<file path="config.mk">
export PLATFORM = sky130hd
export DESIGN_NAME = bitonic_sort_pipe
export DESIGN_NICKNAME = d
export VERILOG_FILES = /design/src/rtl/bitonic_sort_pipe.sv
export SDC_FILE = /design/constraint.sdc
export NUM_CORES = 1
export LEC_CHECK = 0
export ABC_CLOCK_PERIOD_IN_PS = 3700
export CAP_MARGIN = 25
export CORE_ASPECT_RATIO = 0.5
export CORE_MARGIN = 2
export CORE_UTILIZATION = 40
export CTS_CLUSTER_DIAMETER = 60
export DETAILED_ROUTE_END_ITERATION = 10
export PLACE_DENSITY_LB_ADDON = 0.1
export SLEW_MARGIN = 10
export SYNTH_ARGS = -nofsm -noshare
export SYNTH_HDL_FRONTEND = slang
export SYNTH_SLANG_ARGS = --single-unit
</file>
<file path="constraint.sdc">
create_clock -name clk -period 3.7 [get_ports clk]
set_input_delay 0.925 -clock clk [delete_from_list [all_inputs] [get_ports clk]]
set_output_delay 0.925 -clock clk [all_outputs]
set_load 0.01 [all_outputs]
</file>
<file path="src/rtl/bitonic_sort_pipe.sv">
// bitonic_sort_pipe
//   Pipelined bitonic sorter with a valid/ready stream interface. Each
//   compare-exchange layer of the network is followed by one register
//   stage, so a full vector is accepted every cycle. The whole pipeline
//   advances together and holds together under backpressure.
//
// Parameters
//   WIDTH  bits per element (unsigned), >= 1
//   LOG_N  lane count N = 2**LOG_N, 1..5
//
// Ports
//   clk        in   rising-edge clock
//   reset      in   asynchronous active-low reset
//   in_data    in   N*WIDTH  input vector, lane i = in_data[i*WIDTH +: WIDTH]
//   in_desc    in   1  direction for this beat (0 ascending, 1 descending)
//   in_valid   in   1  input beat present
//   in_ready   out  1  sorter accepts a beat this cycle
//   out_data   out  N*WIDTH  sorted vector, same lane packing
//   out_desc   out  1  direction bit that travelled with the beat
//   out_valid  out  1  out_data holds a sorted beat
//   out_ready  in   1  consumer accepts the beat
module bitonic_sort_pipe #(
  parameter int WIDTH = 4,
  parameter int LOG_N = 3
) (
  input  logic                      clk,
  input  logic                      reset,
  input  logic [(1<<LOG_N)*WIDTH-1:0] in_data,
  input  logic                      in_desc,
  input  logic                      in_valid,
  output logic                      in_ready,
  output logic [(1<<LOG_N)*WIDTH-1:0] out_data,
  output logic                      out_desc,
  output logic                      out_valid,
  input  logic                      out_ready
);

  localparam int N  = 1 << LOG_N;
  localparam int S  = LOG_N * (LOG_N + 1) / 2;
  localparam int DW = N * WIDTH;

  // Stage k enumerates the network layers in order: merge phase p runs
  // from 0 to LOG_N-1, and within it the exchange distance 2**q shrinks
  // from 2**p down to 1.
  function automatic int stage_merge(input int k);
    int cnt;
    int res;
    cnt = 0;
    res = 0;
    for (int p = 0; p < LOG_N; p++) begin
      for (int q = p; q >= 0; q--) begin
        if (cnt == k) res = p;
        cnt++;
      end
    end
    return res;
  endfunction

  function automatic int stage_dist(input int k);
    int cnt;
    int res;
    cnt = 0;
    res = 0;
    for (int p = 0; p < LOG_N; p++) begin
      for (int q = p; q >= 0; q--) begin
        if (cnt == k) res = q;
        cnt++;
      end
    end
    return res;
  endfunction

  logic [DW-1:0] r_data [S];
  logic [S-1:0]  r_desc;
  logic [S-1:0]  r_valid;

  logic [DW-1:0] w_src [S];
  logic [DW-1:0] w_cx  [S];
  logic [S-1:0]  w_src_desc;
  logic [S-1:0]  w_src_valid;
  logic          w_adv;

  // Global advance: the pipeline moves whenever the output slot is empty
  // or is being drained. No dependency on in_valid.
  assign w_adv    = !r_valid[S-1] | out_ready;
  assign in_ready = w_adv;

  for (genvar k = 0; k < S; k++) begin : g_stage
    localparam int P = stage_merge(k);
    localparam int Q = stage_dist(k);

    if (k == 0) begin : g_head
      assign w_src[k]       = in_data;
      assign w_src_desc[k]  = in_desc;
      assign w_src_valid[k] = in_valid;
    end else begin : g_body
      assign w_src[k]       = r_data[k-1];
      assign w_src_desc[k]  = r_desc[k-1];
      assign w_src_valid[k] = r_valid[k-1];
    end

    // Every lane belongs to exactly one pair (i, i^2**Q); the lower index
    // of the pair drives both output lanes.
    for (genvar i = 0; i < N; i++) begin : g_lane
      localparam int J = i ^ (1 << Q);
      if (i < J) begin : g_cmp
        // Within merge phase P, blocks of size 2**(P+1) alternate
        // direction; bit P+1 of the lane index selects which.
        localparam bit UP = (((i >> (P + 1)) & 1) == 0);
        logic [WIDTH-1:0] w_a;
        logic [WIDTH-1:0] w_b;
        logic             w_asc;
        logic             w_swap;

        assign w_a    = w_src[k][i*WIDTH +: WIDTH];
        assign w_b    = w_src[k][J*WIDTH +: WIDTH];
        // A descending beat flips every comparator in the layer.
        assign w_asc  = UP ^ w_src_desc[k];
        assign w_swap = w_asc ? (w_a > w_b) : (w_a < w_b);

        assign w_cx[k][i*WIDTH +: WIDTH] = w_swap ? w_b : w_a;
        assign w_cx[k][J*WIDTH +: WIDTH] = w_swap ? w_a : w_b;
      end
    end
  end

  always_ff @(posedge clk or negedge reset) begin
    if (!reset) begin
      for (int k = 0; k < S; k++) begin
        r_data[k] <= '0;
      end
      r_desc  <= '0;
      r_valid <= '0;
    end else if (w_adv) begin
      for (int k = 0; k < S; k++) begin
        r_data[k] <= w_cx[k];
      end
      r_desc  <= w_src_desc;
      r_valid <= w_src_valid;
    end
  end

  assign out_data  = r_data[S-1];
  assign out_desc  = r_desc[S-1];
  assign out_valid = r_valid[S-1];

endmodule

</file>
Yosys cells after proc, flatten, opt, wreduce, memory -nomap -nowiden
Index checks and enable logic that the tools add are counted.
- register bits: 204
- output and inout bits: 35
- logic and storage cells: 130
- $lt $le $gt $ge: 48
- multiplexer cells: 72
- bitwise gates (word level): 1
- reduce and logical (&&, ||, !) cells: 1
- operator list (kind ; number):
    two-way mux 4 bit ; 48
    > comparator 4 bit ; 24
    less-than comparator 4 bit ; 24
    two-way mux 1 bit ; 24
    logical NOT 1 bit ; 1
    bitwise OR 1 bit ; 1

Depth between registers and ports, before layout
Gate-level depths: netlist of run 1.
- depth after elaboration: 3
- depth in mapped cells: 8

Least setup slack after synthesis of run 1
OpenSTA, ideal clock, no wires.
- path kind: in2out
- start point: in out_ready
- end point: out in_ready
- arrival time: 1621 ps
- data required time: 2775 ps
- slack: 1154 ps
- stages on the path: 6
- path through: nor2b_4 > buf_6 > inv_2 > buf_6 > buf_4 > buf_2
- cells in the longest elaborated chain, start to end: 1
- ends and longest elaborated chain (item ; RTL line ; source):
    from (decl) ; 35 ; input logic out_ready
    bitwise OR 1 bit ; 85 ; assign w_adv = !r_valid[S-1] | out_ready;
    to (decl) ; 31 ; output logic in_ready,
No other way between the ends.

Final worst setup path of run 1
Ends and elaborated chain as after synthesis.

==> results of run 1 <==
-- registers in the layout (all words and copies together) (netlist names) --
name	count
out_data	32
g_stage.g_lane.g_cmp.w_a	80
g_stage.g_lane.g_cmp.w_b	80
r_desc	6
r_valid	6
-- worst max-delay path, cell delays in order --
cell and delay [ns]:
clkdlybuf4s50_1 0.50, nor2b_4 0.06, inv_2 0.15, clkdlybuf4s50_1 0.56
-- area by class of cell --
class | instances | area, µm²
Clock buffer | 30 | 632
Clock inverter | 9 | 125
Sequential cell | 204 | 5100
Tap cell | 399 | 499
Inverter | 106 | 398
Multi-Input combinational cell | 737 | 6670
Fill cell | 2801 | 16100
Timing Repair Buffer | 79 | 837
-- metrics by stage --
step	area, µm²	hold WS [ns]
global placement	13500	0.440
CTS	14300	0.440
global route	14300	0.452
floorplan	12400	0.430
detailed placement	13500	0.448
finish	14300	0.409
-- how the worst max path moves through the flow --
stage / slack (ns) / end / cells past startpoint
final: 0.58 / in_ready / 4
after global routing: 0.52 / in_ready / 4
after CTS: 0.56 / in_ready / 4
after detailed placement: 0.56 / in_ready / 4
after global placement: 0.57 / in_ready / 4
after floorplan: 1.15 / in_ready / 6
-- power by group through the flow --
stage | Sequential (mW) | Combinational, mW | Clock [mW]
CTS | 4.53 | 8.57 | 2.39
floorplan | 4.01 | 6.93 | 0
finish | 4.54 | 8.51 | 2.33
global placement | 4.54 | 8.29 | 0
global route | 4.67 | 9.36 | 2.50
detailed placement | 4.55 | 8.55 | 0
-- per-layer routing --
layer | share of wire | GRT usage
met5 | 0 | 0
met4 | 0.017 | 0.0397
met3 | 0.034 | 0.0285
met2 | 0.44 | 0.316
met1 | 0.50 | 0.284
-- logic make-up (layout without fill, tap and decap cells) --
logic type	count (synthesis)	count (layout)	synth area share
mux	1	1	0.00181
compound gates	355	355	0.314
simple gates	285	285	0.125
fa+ha+maj	96	96	0.0968
flops	204	204	0.411
buf+inv	146	224	0.0511
-- cell usage in the layout, fill, tap and decap left out, types with 9 or more instances in the layout --
cell type and n:
dfrtp_1 204, o221a_1 124, nand2_1 110, inv_1 105, ha_1 96, nand2b_1 91, clkdlybuf4s50_1 70, o221a_2 32
a21oi_1 24, a221o_1 24, clkbuf_16 23, a211oi_1 20, nor2_1 19, a21oi_2 18, a41o_1 16, a31oi_2 15
nor2b_4 12, a311o_4 12, o211ai_4 12, nor2b_1 11, a31oi_4 11, a21o_1 10, and2_1 9
==> metrics, run 1 <==
r2r endpoint=g_stage[2].g_lane[2].g_cmp.w_a[1]$_DFFE_PN0P_; Post-synth EDFFs=0; synth top area cells=dfrtp_1, o221a_1, ha_1, nand2b_1, nand2_1; TritonRoute pass-1 iters=5; r2r setup slk=1.39 ns; Post-Layout Cell Count=1564; Worst Skew=0.0143 ns; drt via density=5.77; Worst Setup Path Type=in2out; Seq/Total Area, Yosys=0.411; cells on worst reg2reg path=7; Synth Cell Area=12400 µm²; combinational power share=0.554; share of the synthesized area in the top cell type=0.411; Seq pwr share=0.295; minimum clock period after layout=3.12 ns; setup TNS=0 ns; Synth Flop Type=dfrtp_1; Placed Instances=1525; # H-tree levels=1; GRT Overall Usage=0.197; asr flop ratio synth=1.00; Switching Fraction=0.420; antenna fix cells=0; dpl hpwl=23000 µm; CP max FO=11; final setup vio count=0; Syn-to-layout area delta=15.0%; clock latency on the worst-skew pair=0.52 ns; Die Span Y=129 µm; layout cell share with drive strength beyond 1=0.149; Mapped Cells=1087; Remaining Overflow, GRT=0; DR WL/cell=20.1 µm; Yosys reg bits=204; Hold-fix buffers, CTS=0; CTS sink count=204; FP Rows=45; Peak supply drop=451 µV; Pins Over Slew Limit=0; commonest cells in the netlist=dfrtp_1, o221a_1, nand2_1; Remaining DRCs=0; Power Dens Cells=1080 nW/µm²; Post-Route WL=31400 µm; total chip power=15.4 mW; vias in the first global route=9234; # IOs=72; synth warn=0; Placer Congestion=0.849; Initial Util=0.408; Starting DRT DRC Count=711; Yosys top cell by area=dfrtp_1; crit path from=out_ready; crit start category=input port; post_cts resized=0; IO Port Bufs=71; Worst-path clk slew=0.06 ns; Routed Antenna Nets=0; Final nets=1283; Crit path arrival time=2.20 ns; Die ar.=32500 µm²; P_leak=5.98 nW; CTS tree=built; RSZ-0062 raised after global routing=no; Core Util, Final=0.469; Crit Reg-Reg Startpoint=g_stage[1].g_lane[0].g_cmp.w_b[2]$_DFFE_PN0P_; initial antenna violation count=0; Max-Cap Viols=0; pre-CTS setup slack=0.564 ns; pin slew with the least headroom to its limit=0.613 ns; Hold Crit Class=in2async; pin count of the biggest net entering global routing=97; P_int=8.91 mW; clock tree buffer depth=3; worst path required time=2.77 ns; synth unique cells=52; post-route setup slack=0.577 ns; DIE WIDTH=253 µm; crit share post-route=0.844; vias post-DR=9028; count leader, synth=dfrtp_1; Hold Fails Final Rpt=0; switching power=6.46 mW; Core Box Area=30400 µm²; Worst Setup End Kind=output port; CTS Buf Count=22; Clock power frac=0.151; relative slew slack=0.582; setup bufs post-CTS=0; Synth Net Count=1220; Achievable Freq=0.320 GHz; Avg Cell Area, Syn=11.4 µm²; status=completed; Clock Tree Root=clkbuf_16; first-pass GRT wire length=51000 µm
(Power assumes the default switching activity.)
==> run 2: changes to the inputs <==
ABC_CLOCK_PERIOD_IN_PS = 2920   (was 3700)
clock period = 2.92 ns   (was 3.7 ns; I/O delays follow)
==> metrics, run 2 (synthesis results as in run 1) <==
status=completed; minimum clock period after layout=2.63 ns; Achievable Freq=0.380 GHz; Max-Cap Viols=0 (unchanged); Placer Congestion=0.865 (+1.9%); Clock power frac=0.154 (+0.003); P_int=11.6 mW (+30%); final setup vio count=0 (unchanged); CP max FO=2 (-9); GRT Overall Usage=0.202 (+0.00510); Seq pwr share=0.290 (-0.005); initial antenna violation count=0 (unchanged); Worst path max stage delay=0.53 ns (-0.03 ns); crit start category=input port; most common cell after layout, fill and taps aside=dfrtp_1; DR WL/cell=20.3 µm (+1.0%); Post-Route WL=32200 µm (+2.4%); switching power=8.30 mW (+29%); Final nets=1304 (+1.6%); post-route setup slack=0.292 ns (-0.285 ns); setup bufs post-CTS=0 (unchanged); Hold-fix buffers, CTS=0 (unchanged); FF/Latch Area=5100 µm² (unchanged); dpl hpwl=23700 µm (+2.7%); combinational power share=0.556 (+0.002); Peak supply drop=504 µV (+12%); Starting DRT DRC Count=666 (-6.3%); setup TNS=0 ns (unchanged); Layout fillers=2830 (+1.0%); Worst Skew=0.00896 ns (-0.00535 ns); RSZ-0062 raised after global routing=no; Worst Setup Path Type=in2out; Post-Layout Cell Count=1586 (+1.4%); pin slew with the least headroom to its limit=0.551 ns (-0.0620 ns); clock tree buffer depth=3 (unchanged); # H-tree levels=1 (unchanged); DIE WIDTH=253 µm (unchanged); Routed Antenna Nets=0 (unchanged); CTS tree=built; post_cts resized=0 (unchanged); IO Port Bufs=71 (unchanged); Syn-to-layout area delta=16.9%; Clock Tree Root=clkbuf_16; drt via density=5.83 (+0.99%); # IOs=72 (unchanged); Remaining Overflow, GRT=0 (unchanged); Placed Instances=1546 (+1.4%); FP Rows=45 (unchanged); Cell Chain, Critical Path=clkdlybuf4s50_1 > nor2b_4 > inv_2 > clkdlybuf4s50_1; commonest cells after routing, fill and taps aside=dfrtp_1, o221a_1, nand2_1, inv_1, ha_1; Hold Crit Class=in2async; clock latency on the worst-skew pair=0.52 ns (about the same); CTS Buf Count=22 (unchanged); pre-CTS setup slack=0.0286 ns (-0.535 ns); multi-input logic area=6670 µm² (unchanged); Worst Setup End Kind=output port; Die Span Y=129 µm (unchanged); vias in the first global route=9598 (+3.9%); layout cell share with drive strength beyond 1=0.167 (+0.0175); Crit-path slowest cell=clkdlybuf4s50_1; TritonRoute pass-1 iters=5 (unchanged); Worst-path clk slew=0.06 ns (about the same); Hold Fails Final Rpt=0 (unchanged); relative slew slack=0.632 (+0.0501); pin count of the biggest net entering global routing=56 (-42%); crit share post-route=0.900; worst path required time=2.19 ns (-0.58 ns); Initial Util=0.408 (unchanged); Power Dens Cells=1370 nW/µm² (+27%); Die ar.=32500 µm² (unchanged); Pins Over Slew Limit=0 (unchanged); vias post-DR=9246 (+2.4%); CTS sink count=204 (unchanged); Crit path arrival time=1.90 ns (-0.30 ns); crit-path most repeated cell=clkdlybuf4s50_1; antenna fix cells=0 (unchanged); P_leak=6.13 nW (+2.5%); first-pass GRT wire length=52400 µm (+2.7%); Switching Fraction=0.417 (-0.00286); Remaining DRCs=0 (unchanged); Core Box Area=30400 µm² (unchanged)
[run 2: changes by cell type in the layout (fill, tap and decap cells not counted), sizes merged]
cell and delta:
clkinv -2, bufinv -1, buf +21, inv +1
clkbuf +5, clkinvlp -2
[run 2: per-layer routing]
| metal | track usage | wire (µm) | vias up |
|---|---|---|---|
| met4 | 0.0463 | 610 | 0 |
| met5 | 0 | 0 | - |
| li1 | - | - | 4361 |
| met2 | 0.327 | 14400 | 201 |
| met1 | 0.286 | 16000 | 4646 |
| met3 | 0.0318 | 1230 | 38 |
[run 2: per-stage QoR]
stage / utilization / instance area [µm²] / total power [mW] / hold slack [ns]
floorplan: - / 12400 / 13.9 / 0.430
global placement: 0.451 / 13700 / 16.5 / 0.448
CTS: 0.477 / 14500 / 20.0 / 0.185
finish: 0.477 / 14500 / 19.9 / 0.178
global route: 0.477 / 14500 / 21.4 / 0.211
detailed placement: 0.451 / 13700 / 16.9 / 0.460
[run 2: worst max-delay path: cells and delay by family]
family | cells | cell delay (ns)
buf+inv | 3 | 1.10
simple gates | 1 | 0.06
[run 2: power by group through the flow]
stage	registers, mW	clock network (mW)	logic (mW)
2_1_floorplan	5.09	0	8.79
3_3_place_gp	5.75	0	10.8
3_5_place_dp	5.78	0	11.1
4_1_cts	5.75	3.15	11.1
5_1_grt	5.94	3.26	12.2
6_report	5.77	3.06	11.1
[run 2: layout make-up]
class,count,share of cell area
clock buffers,35,0.0497
clock inverters,5,0.00543
inverters,106,0.0274
multi-input cells,737,0.460
flip-flops and latches,204,0.352
well taps,399,0.0344
repair buffers,100,0.0712
[run 2: worst paths after layout]
check	slack, ns	depth (start not counted)	end	start
min in group clk	0.47	2	r_valid[1]$_DFFE_PN0P_	r_valid[1]$_DFFE_PN0P_
max	0.29	4	in_ready	out_ready
min reg2reg	0.47	2	r_valid[1]$_DFFE_PN0P_	r_valid[1]$_DFFE_PN0P_
max in group asynchronous	2.03	2	g_stage[1].g_lane[5].g_cmp.w_b[1]$_DFFE_PN0P_	reset
min	0.18	1	g_stage[1].g_lane[0].g_cmp.w_a[1]$_DFFE_PN0P_	reset
max reg2reg	0.77	7	g_stage[5].g_lane[0].g_cmp.w_b[0]$_DFFE_PN0P_	g_stage[4].g_lane[1].g_cmp.w_b[1]$_DFFE_PN0P_
